--- src/rtl/lsu_pkg.sv ---
// Shared encodings for the load/store unit: access sizes, FSM states and RAM depth.
// Also holds the byte-enable helper so every user decodes lanes the same way.
package lsu_pkg;

    localparam int MEM_WORDS = 32768;

    localparam logic [1:0] SIZE_B = 2'd0;
    localparam logic [1:0] SIZE_H = 2'd1;
    localparam logic [1:0] SIZE_W = 2'd2;

    typedef enum logic [1:0] {
        ST_IDLE = 2'd0,
        ST_DATA = 2'd1,
        ST_RESP = 2'd2
    } state_t;

    // Illegal size maps to no lanes so a rejected access can never write.
    function automatic logic [3:0] byte_enables(input logic [1:0] size, input logic [1:0] offset);
        logic [3:0] be;
        case (size)
            SIZE_B:  be = 4'b0001 << offset;
            SIZE_H:  be = 4'b0011 << offset;
            SIZE_W:  be = 4'b1111;
            default: be = 4'b0000;
        endcase
        return be;
    endfunction

endpackage

--- src/rtl/lsu_load_align.sv ---
// Load data aligner: picks the addressed byte/half out of a RAM word and extends it.
// Purely combinational so the fetch-side debug port can share it.
module lsu_load_align
    import lsu_pkg::*;
(
    input  logic [31:0] i_mem_q,
    input  logic [1:0]  i_offset,
    input  logic [1:0]  i_size,
    input  logic        i_unsigned,
    output logic [31:0] o_rdata
);

    logic [31:0] w_lane;
    logic        w_sign;

    always_comb begin
        w_lane = i_mem_q >> {i_offset, 3'b000};
        w_sign = 1'b0;
        case (i_size)
            SIZE_B: begin
                w_sign  = ~i_unsigned & w_lane[7];
                o_rdata = {{24{w_sign}}, w_lane[7:0]};
            end
            SIZE_H: begin
                w_sign  = ~i_unsigned & w_lane[15];
                o_rdata = {{16{w_sign}}, w_lane[15:0]};
            end
            default: o_rdata = w_lane;
        endcase
    end

endmodule

--- src/rtl/lsu.sv ---
// Load/store unit bridging the execute stage to RAM port A (word addressed, byte enabled).
// One access at a time; loads take two cycles because the RAM registers its read address.
module lsu
    import lsu_pkg::*;
(
    input  logic        clk,
    input  logic        rst_n,
    input  logic        req_valid,
    output logic        req_ready,
    input  logic        req_we,
    input  logic [1:0]  req_size,
    input  logic        req_unsigned,
    input  logic [31:0] req_addr,
    input  logic [31:0] req_wdata,
    output logic        resp_valid,
    output logic [31:0] resp_rdata,
    output logic        resp_err,
    output logic        mem_wren,
    output logic [29:0] mem_address,
    output logic [31:0] mem_data,
    output logic [3:0]  mem_byteena,
    input  logic [31:0] mem_q
);

    localparam logic [29:0] WORD_LIMIT = 30'(MEM_WORDS);

    state_t      r_state;
    state_t      w_next;
    logic [1:0]  r_size;
    logic        r_unsigned;
    logic [1:0]  r_offset;
    logic [31:0] r_rdata;
    logic        r_err;

    logic        w_accept;
    logic        w_err;
    logic [31:0] w_aligned;

    always_comb begin
        w_err = (req_size == 2'd3)
              | ((req_size == SIZE_H) & req_addr[0])
              | ((req_size == SIZE_W) & (req_addr[1:0] != 2'b00))
              | (req_addr[31:2] >= WORD_LIMIT);
    end

    assign w_accept = req_valid & req_ready;

    // The RAM samples address and write controls on the accept edge itself.
    assign mem_address = req_addr[31:2];
    assign mem_byteena = byte_enables(req_size, req_addr[1:0]);
    assign mem_wren    = w_accept & req_we & ~w_err & rst_n;

    always_comb begin
        case (req_size)
            SIZE_B:  mem_data = {4{req_wdata[7:0]}};
            SIZE_H:  mem_data = {2{req_wdata[15:0]}};
            default: mem_data = req_wdata;
        endcase
    end

    always_ff @(posedge clk or negedge rst_n) begin
        if (!rst_n) begin
            r_state <= ST_IDLE;
        end else begin
            r_state <= w_next;
        end
    end

    always_comb begin
        w_next = r_state;
        case (r_state)
            ST_IDLE, ST_RESP: begin
                if (w_accept) begin
                    w_next = (req_we | w_err) ? ST_RESP : ST_DATA;
                end else begin
                    w_next = ST_IDLE;
                end
            end
            ST_DATA: w_next = ST_RESP;
            default: w_next = ST_IDLE;
        endcase
    end

    always_comb begin
        req_ready  = rst_n & (r_state != ST_DATA);
        resp_valid = (r_state == ST_RESP);
    end

    lsu_load_align u_align (
        .i_mem_q    (mem_q),
        .i_offset   (r_offset),
        .i_size     (r_size),
        .i_unsigned (r_unsigned),
        .o_rdata    (w_aligned)
    );

    // A pending load's result only overwrites the previous response when DATA completes.
    always_ff @(posedge clk or negedge rst_n) begin
        if (!rst_n) begin
            r_size     <= SIZE_B;
            r_unsigned <= 1'b0;
            r_offset   <= 2'b00;
            r_rdata    <= 32'd0;
            r_err      <= 1'b0;
        end else if (w_accept) begin
            r_size     <= req_size;
            r_unsigned <= req_unsigned;
            r_offset   <= req_addr[1:0];
            if (req_we | w_err) begin
                r_rdata <= 32'd0;
                r_err   <= w_err;
            end
        end else if (r_state == ST_DATA) begin
            r_rdata <= w_aligned;
            r_err   <= 1'b0;
        end
    end

    assign resp_rdata = r_rdata;
    assign resp_err   = r_err;

endmodule

--- config.mk ---
export PLATFORM = sky130hd
export DESIGN_NAME = lsu
export DESIGN_NICKNAME = d
export VERILOG_FILES = /design/src/rtl/lsu_pkg.sv /design/src/rtl/lsu_load_align.sv /design/src/rtl/lsu.sv
export SDC_FILE = /design/constraint.sdc
export NUM_CORES = 1
export LEC_CHECK = 0
export ABC_AREA = 1
export CAP_MARGIN = 20
export CORE_MARGIN = 2
export CORE_UTILIZATION = 40
export DETAILED_ROUTE_END_ITERATION = 10
export GPL_TIMING_DRIVEN = 0
export MAX_ROUTING_LAYER = met4
export PLACE_DENSITY_LB_ADDON = 0.08
export SLEW_MARGIN = 20
export SYNTH_ARGS = -nofsm -noshare
export SYNTH_HDL_FRONTEND = slang
export SYNTH_SLANG_ARGS = --single-unit
export TNS_END_PERCENT = 1
--- constraint.sdc ---
create_clock -name clk -period 3.5 [get_ports clk]
set_input_delay 0.35 -clock clk [delete_from_list [all_inputs] [get_ports clk]]
set_output_delay 0.35 -clock clk [all_outputs]
set_load 0.02 [all_outputs]
======== After elaboration in Yosys (flattened, before gate mapping) ========
Cells that the tools add are included.
word-level totals
  register bits after elaboration ......... 40
  input port bits ......................... 103
  output and inout port bits .............. 102
  logic and storage cells ................. 52
operators by class
  order comparisons ....................... 1
  equal/unequal tests ..................... 8
  shift operators ......................... 3
  multiplexer cells ....................... 12
  bitwise logic cells ..................... 15
  reductions and logical operators ........ 7
operators by type and width
  cell                  number
  $pmux 32 s2           2
  $mux 32               3
  $shr 32x5->32         1
  $ge 30x16->1 const B  1
  $pmux 4 s3            1
  $and 1x1->1           9
  $eq 2x1->1 const B    3
  $eq 2x2->1 const B    3
  $logic_not 2->1       3
  $mux 2                2
  $ne 2x1->1 const B    2
  $or 1x1->1            4
  $pmux 2 s2            1
  $reduce_bool 2->1     2
  $shl 1x2->4 const A   1
  $shl 2x2->4 const A   1
  $mux 1                3
  $not 1->1             2
  $reduce_and 2->1      1
  $reduce_or 2->1       1

======== Logic depth before layout (Yosys ltp) ========
Gate-level depths: netlist of run 1.
  word-level depth ........................ 9
  gate-level depth with buffers ........... 11
  gate-level depth less buffers ........... 10

======== Modules after synthesis ========
A second synthesis of run 1 with hierarchy kept.
second synthesis, totals
  cells, all modules ...................... 493
  area, all modules ....................... 3428.3 um2
modules (own cells, without submodules)
  module          instances  cells each  area an instance (um2)  seq. area each (um2)
  lsu             1          319         2524.9                  1001.0
  lsu_load_align  1          174         903.4                   0.0

======== Worst setup path before layout of run 1 ========
No wires, ideal clock.
  path kind ............................... input to output
  start ................................... input port req_size[1]
  end ..................................... output port mem_data[10]
  arrival ................................. 1.198 ns
  required time ........................... 3.150 ns
  path slack .............................. 1.952 ns
  cell stages on the path ................. 4
  path buffers ............................ 1
  cells stage by stage .................... nor2_1 clkbuf_1 nand2_1 o21ai_0
on the way
  longest elaborated chain between the ends .. 2
  elaborated cells on any way between the ends .. 3
RTL lines
  element                                        RTL line   RTL
  start: declaration                             lsu.sv:11  input logic [1:0] req_size,
  $eq 2x1->1 or $logic_not 2->1 (tied branches)  lsu.sv:54  case (req_size)
  $pmux 32 s2 *                                  lsu.sv:54
  end: declaration                               lsu.sv:20  output logic [31:0] mem_data,
Mark *: on every way between the ends. The rest lies on a longest branch, timed or not.

======== Worst setup path in the final report of run 1 ========
  start ................................... input port req_size[1]
  end ..................................... output port mem_data[30]
Same word-level chain as after synthesis.

==> metrics.md, run 1 <==
| Metric | Value |
|---|---|
| Status | finished, final reports clean |
| Clk buf depth | 2 |
| Die Width | 92.43 µm |
| Yosys top cell area share | 32.00% |
| Cts repair resizes | 0 |
| Number of synthesized flops with an enable pin | 0 |
| PortBufs | ~190 |
| Largest net degree at the start of global routing | 23 |
| Clock Pin Slew Worst Setup and Hold Paths | roughly 0.080 ns |
| FF+latch count, synth | 40 |
| Vias | between 3000 and 4000 |
| Post-route DRC violation count | 0 |
| Post-CTS Setup Inserts | 0 |
| Setup violators final | 0 |
| Minimum clock period | a little under 3 ns |
| CP Data Arrival Time | 2.60 ns |
| Yosys warns | 0 |
| Maximum clock frequency | around 340 MHz |
| Gr ovfl total | 0 |
| CP Class | in2out |
| R2R setup slack | 1.70 ns |
| H-Tree Depth | 2 |
| CTS sink count | 40 |
| Cell Pwr Density | 321.3 nW/µm² |
| Via/cell ratio | a little under 5 |
| P_leak | around 0.0026 µW |
| Wirelength per Cell | 14.16 µm |
| Placer Congestion | 0.9569 |
| Initial antenna violation count | 0 |
| Max transition margin | 64.91% |
| Cells after DPL | between 700 and 800 |
| Clock skew | 0.008255 ns |
| Diode count | 0 |
| DIE HEIGHT | 92.43 µm |
| Synth cell types | 25 |
| Final wirelength | 11130 µm |
| Worst setup SP type | input pin |
| Top-level port count | 205 |
| Vias in the first global route | ~4000 |
| Multi-input gate area | 1544 µm² |
| Core area | ~7600 µm² |
| Top sig layer | met4 |
| Detail Route met3 WL | approximately 700 µm |
| Max VDD drop | 174.6 µV |
| DRC marker count from the first detailed-route iteration | 144 |
| Sequential cell area | between 1000 and 1500 µm² |
| CP required | 3.15 ns |
| Nets@finish | 786 |
| Max-cap violation count | 0 |
| Slew Viols, Final | 0 |
| Hold Path Class | in2async |
| Synth Flop Type | dfrtp_1 |
| Std cell rows | 32 |
| Synth Area per Inst | 6.436 µm² |
| Crit Path Max Fanout | 10 |
| Post-synth top area cell | dfrtp_1 |
| Overall routing resource usage | about a quarter |
| WL met2 | 5679 µm |
| Worst setup margin | 0.5509 ns |
| TritonCTS clock tree | built |
| Mapped Nets | 589 |
| Final Hold Viols | 0 |
| Area growth from synthesis to layout | 68.96% |
| Post-placement setup slack | 0.5480 ns |
| Hold slack | between 0.02 and 0.03 ns |
| Register area share after synthesis | 32.00% |
| Root Buffer | clkbuf_8 |
| Initial Util | 40.90% |
| Tightest Pin Transition | about 0.53 ns |
| Hold_buf cts | 0 |
| Clock latency on the worst-skew pair | ~0.30 ns |
| Synth Instances | approximately 500 |
| Critical Path Sink Type | output pin |
| Most frequent cell after synthesis | nand2_1 |
| Final ANT Viol Nets | 0 |
| Non-filler cells, final | 786 |
| First-pass DRT Iterations | 4 |
| Die Area | 8543 µm² |
| Syn Std Cell Area | between 3000 and 4000 µm² |
| Share of layout cells above drive strength 1 | between 10% and 20% |
| RSZ-0062 raised after global routing | false |
| Detail Placement HPWL | just over 9000 µm |
| Main area contributors after synthesis | dfrtp_1, nand2_1, buf_4, nand3_1, o21ai_0 |
| Filler Cells Inserted | between 600 and 700 |
| WL met1 | 4437 µm |
| Global-route wire length before repair | 17980 µm |
| Most frequent cells after synthesis | nand2_1, nand3_1, buf_4, inv_1 |
| Inserted Clock Buffers | 5 |
| Ys async rst share | 100.0% |
| Final worst-path cycle share | between 80% and 90% |
| Reg2Reg Depth | 10 |
==> layer usage <==
metal,global-route usage [%],vias to the layer above
li1,-,1909
met1,29.44,1789
met2,48.54,153
met3,4.882,24
met4,8.955,0
met5,-,-
==> power breakdown <==
group	leakage [µW]	total [µW]	internal, µW	switching [µW]
combinational	0.00205	779	375	405
clock	0.0000548	387	215	173
sequential	0.000529	531	507	24.1
total	0.00264	1700	1100	602
==> per-stage QoR <==
stage / setup TNS (ns) / util (%) / instance area (µm²) / total power [µW]
floorplan: 0 / - / 3128 / 949.1
global placement: -2.890 / 67.31 / 5147 / 1304
detailed placement: 0 / 67.60 / 5170 / 1317
CTS: 0 / 69.11 / 5285 / 1710
global route: 0 / 69.11 / 5285 / 1804
finish: 0 / 69.11 / 5285 / 1698
==> flip-flops by register name, summed over array words and instances (netlist names) <==
name,count
r_offset,2
r_size,2
r_state,2
r_unsigned,1
resp_err,1
resp_rdata,32
==> kinds of logic (layout without fill, tap and decap cells) <==
group                  count (synthesis)  after routing  synth area share [%]
AO/OA/AOI/OAI                         62             62                 11.96
buffers and inverters                106            304                 18.64
flip-flops                            40             40                 32.00
AND/OR/NAND/NOR                      278            278                 37.40
==> worst max-delay path: stages <==
cell and delay [ns]:
clkdlybuf4s50_1 0.56, clkbuf_1 0.40, clkbuf_1 0.43, nand2_1 0.10
o211ai_1 0.10, clkdlybuf4s50_1 0.65
==> layout by cell type, fill, tap and decap left out <==
| cell | synthesis | routed |
|---|---|---|
| nand2_1 | 189 | 189 |
| clkdlybuf4s50_1 | 0 | 188 |
| nand3_1 | 57 | 57 |
| inv_1 | 42 | 42 |
| buf_4 | 42 | 42 |
| o21ai_0 | 40 | 40 |
| dfrtp_1 | 40 | 40 |
| nor2_1 | 18 | 18 |
| o211ai_1 | 17 | 17 |
| buf_2 | 9 | 10 |
| clkbuf_1 | 8 | 8 |
| or2_2 | 7 | 7 |
| clkbuf_8 | 0 | 5 |
| inv_2 | 2 | 2 |
| o21a_1 | 2 | 2 |
| buf_6 | 2 | 2 |
| nor2_2 | 1 | 1 |
| nor4_1 | 1 | 1 |
| nand2_2 | 1 | 1 |
| a21oi_4 | 1 | 1 |
| a22oi_1 | 1 | 1 |
| o31ai_1 | 1 | 1 |
| clkbuf_2 | 1 | 1 |
| nand3_2 | 1 | 1 |
| nand3_4 | 1 | 1 |
| nand2_4 | 1 | 1 |
| and2_1 | 1 | 1 |
| inv_6 | 0 | 1 |
| clkinvlp_4 | 0 | 1 |
| bufinv_16 | 0 | 1 |
| buf_16 | 0 | 1 |
==> layout make-up <==
type                            instances  share of cell area [%]
Multi-Input combinational cell        340                   29.21
Tap cell                              102                   2.415
Clock buffer                            5                   1.302
Timing Repair Buffer                  190                   36.22
Inverter                               44                   3.125
Clock inverter                          3                  0.8759
Sequential cell                        40                   18.94
Buffer                                 62                   7.907
==> final timing paths <==
check / startpoint / end
worst max-delay path: req_size[1] / mem_data[30]
worst min-delay path: rst_n / resp_err$_DFFE_PN0P_
worst max register to register: r_state[1]$_DFF_PN0_ / resp_rdata[28]$_DFFE_PN0P_
worst min register to register: resp_err$_DFFE_PN0P_ / resp_err$_DFFE_PN0P_
max in group asynchronous: rst_n / resp_rdata[6]$_DFFE_PN0P_
min in group clk: resp_err$_DFFE_PN0P_ / resp_err$_DFFE_PN0P_
Power figures use the tool's default switching activity.
==> run 2, diff against run 1 <==
--- a/config.mk
+++ b/config.mk
@@ -8,7 +8,7 @@
 export ABC_AREA = 1
 export CAP_MARGIN = 20
 export CORE_MARGIN = 2
-export CORE_UTILIZATION = 40
+export CORE_UTILIZATION = 37
 export DETAILED_ROUTE_END_ITERATION = 10
 export GPL_TIMING_DRIVEN = 0
 export MAX_ROUTING_LAYER = met4
==> constraint.sdc (replaced) <==
create_clock -name clk -period 3 [get_ports clk]
set_input_delay 0.3 -clock clk [delete_from_list [all_inputs] [get_ports clk]]
set_output_delay 0.3 -clock clk [all_outputs]
set_load 0.02 [all_outputs]
==> run 2 against run 1 <==
Against the previous run:
- register-to-register slack got worse by 0.53 ns
- routed wire length rose by 2.7%
- die area rose by 7.8%
- critical path depth did not move
- final cell count rose by 0.51%
- critical path type unchanged
- critical endpoint unchanged
- largest power group unchanged
==> metrics.md, run 2 (synthesized netlist as in run 1, its figures left out) <==
| Metric | Value |
|---|---|
| Vias | 3840 |
| Critical Path Start | req_size[1] |
| Delay-heaviest family, CP | buffers and inverters |
| Clock Pin Slew Worst Setup and Hold Paths | roughly 0.08 ns |
| Largest net degree at the start of global routing | 27 |
| Non-filler cells, final | between 700 and 800 |
| Setup Total Neg Slack | 0 ns |
| Commonest non-fill, non-tap cell in the layout | nand2_1 |
| Crit Path Max Fanout | 10 |
| Final worst-path cycle share | 94.86% |
| Vias in the first global route | 3930 |
| H-Tree Depth | 2 |
| Max-cap violation count | 0 |
| Max FFs per register | 32 |
| RSZ-0062 raised after global routing | false |
| Core area | 8217 µm² |
| Max VDD drop | 210.1 µV |
| Share of layout cells above drive strength 1 | 11.68% |
| Area post-placement | 5166 µm² |
| Die Width | 95.95 µm |
| CP Data Arrival Time | 2.55 ns |
| Diode count | 0 |
| First-pass DRT Iterations | 5 |
| Max transition margin | between 60% and 70% |
| Nets@finish | 787 |
| Clock latency on the worst-skew pair | 0.31 ns |
| Worst path slowest cell | clkdlybuf4s50_1 |
| CP max stage delay | 0.64 ns |
| Setup violators final | 0 |
| Die Area | 9205 µm² |
| CTS sink count | 40 |
| Inserted Clock Buffers | 5 |
| Slew Viols, Final | 0 |
| Via/cell ratio | 4.861 |
| Cell chain of the critical path | clkdlybuf4s50_1 > clkbuf_1 > clkbuf_1 > nand2_1 > o211ai_1 > clkdlybuf4s50_1 |
| Detail Placement HPWL | 9210 µm |
| Worst r2r src | r_state[1]$_DFF_PN0_ |
| Overall routing resource usage | 25.92% |
| Final Hold Viols | 0 |
| Design Area, Final | between 5000 and 6000 µm² |
| Clock skew | 0.006474 ns |
| Final wirelength | around 11000 µm |
| Tightest Pin Transition | 0.5350 ns |
| P_leak | about 0.0027 µW |
| Initial antenna violation count | 0 |
| Post-CTS Setup Inserts | 0 |
| DRC marker count from the first detailed-route iteration | 219 |
| Final ANT Viol Nets | 0 |
| PortBufs | around 190 |
| Root Buffer | clkbuf_8 |
| Minimum clock period | 2.846 ns |
| CP Class | in2out |
| Std cell rows | 33 |
| Worst setup SP type | input pin |
| Area growth from synthesis to layout | 70.72% |
| DIE HEIGHT | 95.95 µm |
| Clk buf depth | 2 |
| Maximum clock frequency | 351.4 MHz |
| Most frequent cells in the layout | nand2_1, clkdlybuf4s50_1, nand3_1, inv_1, buf_4 |
| Initial Util | 38.07% |
| Buf+Inv Stages, Crit Path | 4 |
| Critical Path Sink Type | output pin |
| Post-route DRC violation count | 0 |
| Gr ovfl total | 0 |
| Top-level port count | 205 |
| Global-route wire length before repair | ~18000 µm |
| Cell Pwr Density | 403.9 nW/µm² |
| TritonCTS clock tree | built |
| Status | finished, final reports clean |
| Hold Path Class | in2async |
| Wirelength per Cell | 14.48 µm |
| CP required | 2.70 ns |
| Filler Cells Inserted | 771 |
| Cells after DPL | 781 |
| Placer Congestion | 0.9311 |
## run 2: per-stage QoR
| stage | power, µW | hold WS, ns | util (%) | worst slack [ns] |
|---|---|---|---|---|
| final | 2157 | 0.4268 | 64.99 | 0.1543 |
| after global routing | 2272 | 0.4893 | 64.99 | 0.04748 |
| after CTS | 2159 | 0.4574 | 64.93 | 0.1355 |
| after detailed placement | 1535 | 0.2489 | 62.88 | 0.1488 |
| after global placement | 1526 | 0.4598 | 62.69 | -0.9398 |
| after floorplan | 1107 | 0.004409 | - | 1.540 |
## run 2: worst paths after layout
kind / endpoint / slack (ns) / cells after the start
worst max-delay path: mem_data[30] / 0.15 / 6
worst min-delay path: resp_rdata[14]$_DFFE_PN0P_ / 0.43 / 2
worst max register to register: resp_rdata[25]$_DFFE_PN0P_ / 1.17 / 10
worst min register to register: r_size[0]$_DFFE_PN0P_ / 0.50 / 2
max in group asynchronous: resp_rdata[4]$_DFFE_PN0P_ / 2.16 / 3
min in group clk: r_size[0]$_DFFE_PN0P_ / 0.50 / 2
## run 2: worst register-to-register path, cell delays in order (launching register included)
cell and delay [ns]:
dfrtp_1 0.40, inv_1 0.07, nand2_1 0.06, nand3_1 0.13
buf_4 0.20, inv_2 0.08, a21oi_4 0.36, nand2_4 0.13
buf_6 0.16, nand2_1 0.08, nand2_1 0.05
## run 2: what timing repair did
item,4_1_cts,5_1_grt
hold endpoints to repair,15,0
hold buffers,1,0
resized for setup,0,2
setup endpoints to repair,0,4
## run 2: power by group
group          internal (µW)  leakage, µW  switching, µW
Sequential               591     0.000529           29.1
Clock                    416    0.0000784            211
Combinational            437      0.00205            472
## run 2: routing by layer
metal | wire (µm) | global-route usage (%) | vias up
li1 | - | - | 1909
met3 | 956 | 7.596 | 19
met4 | 269 | 7.857 | 0
met5 | 0 | - | -
met1 | 4492 | 28.38 | 1763
met2 | 5718 | 45.45 | 149
## run 2: cell type report
type                       count  area [µm²]  share of cell area (%)
buffer                        62       417.9                   7.826
clock inverter                 3       90.09                   1.687
timing repair buffer         191        1919                   35.94
inverter                      44       165.2                   3.093
multi-input combinational    340        1546                   28.96
tap                          105       131.4                   2.460
sequential                    40        1001                   18.74
clock buffer                   5       68.82                   1.289
==> edit, RTL diff (flow settings as in run 2) <==
Encoding of `state_t`: now one-hot (3 bits for 3 states).
--- a/src/rtl/lsu_pkg.sv
+++ b/src/rtl/lsu_pkg.sv
@@ -8,10 +8,10 @@
     localparam logic [1:0] SIZE_H = 2'd1;
     localparam logic [1:0] SIZE_W = 2'd2;
 
-    typedef enum logic [1:0] {
-        ST_IDLE = 2'd0,
-        ST_DATA = 2'd1,
-        ST_RESP = 2'd2
+    typedef enum logic [2:0] {
+        ST_IDLE = 3'b001,
+        ST_DATA = 3'b010,
+        ST_RESP = 3'b100
     } state_t;
 
     // Illegal size maps to no lanes so a rejected access can never write.
Check against the original RTL: no difference found for any inputs over 10 cycles, from zero or initial values and one cycle with rst_n low; not proved beyond that.
==> edit against run 2 <==
  * The run now ends with hold timing left
  * Clock power fell by 15%
  * Routed wire length rose by 2.5%
  * Design area rose by 2.8%
  * Sequential cell count rose by 1
  * Setup slack improved by 0.16 ns
  * Critical path depth did not move
  * Area after synthesis rose by 5.6%
  * Power fell by 1.3%
  * Cell count rose by 3.9%
  * Critical path type unchanged
  * Critical endpoint is now mem_data[31]
  * Highest routed layer unchanged
==> edit: results (changes against run 2) <==
Final layout
  – FF+latch area: 1030 sq um (was 1000 sq um)
  – Layout cells sized above 1: 11.9% (was 11.7%)
  – Final #Nets: 815 (was 787)

Yosys
  – Area fraction of the dominant cell type after synthesis: 30.3% (was 32.0%)
  – Net Count, Synth: 618 (was 589)
  – Compound-cell area share of the yosys netlist: 13.7% (was 12.0%)

Power and ir drop
  – Peak VDD IR: 0.000232 V (was 0.000210 V)
  – P_sw: 0.000736 W (was 0.000712 W)
  – Logic pwr share: 44.9% (was 42.2%)

Global routing
  – Met2 Use GR: 42.7% (was 45.5%)
  – GRT met3 Usage: 6.52% (was 7.60%)
  – Largest net degree at the start of global routing: 24 (was 27)
  – Met1 Track Usage GR: 28.7% (was 28.4%)
  – Vias in the first global route: 4149 (was 3930)
  – First-pass GRT wire length: 19200 um (was 18000 um)
  – Gr usage total: 24.8% (was 25.9%)

Drt
  – Met3 WL: 960 um (was 956 um)
  – DR pass1 iterations: 4 (was 5)
  – Number of DRC markers in iteration 0: 196 (was 219)

Setup path
  – CP Data Arrival Time: 2.39 ns (was 2.55 ns)

Run status
  – Status: finished, violations left (was finished clean)
  – Failing checks: hold timing

STA
  – Worst hold slack: -0.0163 ns (was 0.427 ns)
  – Final Hold Vio Count: 6 (was 0)
  – Clock skew: 0.00961 ns (was 0.00647 ns)

Place
  – Area after DPL: 5350 sq um (was 5170 sq um)
-- edit: cell type report --
class | count | area share (%)
Sequential cell | 41 | 18.7
Multi-Input combinational cell | 354 | 29.9
Clock inverter | 3 | 1.19
Clock buffer | 5 | 1.25
Buffer | 64 | 7.77
Timing Repair Buffer | 190 | 34.9
Inverter | 56 | 3.83
Tap cell | 108 | 2.46
-- edit: cell families (layout without fill, tap and decap cells) --
| kind of cell | Yosys count | count (layout) |
|---|---|---|
| AND/OR/NAND/NOR | 276 | 276 |
| buffers and inverters | 120 | 318 |
| AO/OA/AOI/OAI | 78 | 78 |
| flip-flops | 41 | 41 |
-- edit: stage by stage --
step,cells,TNS [ns],power (W),setup slack (ns),utilization [%]
after floorplan,515,0,0.00116,1.44,-
after global placement,812,-24.35,0.00159,-1.12,61.4
after detailed placement,813,0,0.00161,0.190,61.7
after CTS,821,0,0.00214,0.174,63.2
after global routing,821,0,0.00226,0.131,63.2
final,821,0,0.00213,0.313,63.2
-- edit: critical path, delay by kind of cell --
| kind | cells | cell delay (ns) |
|---|---|---|
| buffers and inverters | 4 | 1.91 |
| AO/OA/AOI/OAI | 1 | 0.10 |
| AND/OR/NAND/NOR | 1 | 0.08 |
-- edit: path summary, 6_finish.rpt --
check | startpoint | endpoint | slack [ns]
worst max-delay path | req_size[1] | mem_data[31] | 0.31
worst min-delay path | rst_n | resp_rdata[9]$_DFFE_PN0P_ | -0.02
worst max register to register | r_state[0]$_DFF_PN1_ | resp_rdata[30]$_DFFE_PN0P_ | 1.28
worst min register to register | resp_err$_DFFE_PN0P_ | resp_err$_DFFE_PN0P_ | 0.49
max in group asynchronous | rst_n | resp_rdata[29]$_DFFE_PN0P_ | 2.50
min in group clk | resp_err$_DFFE_PN0P_ | resp_err$_DFFE_PN0P_ | 0.49
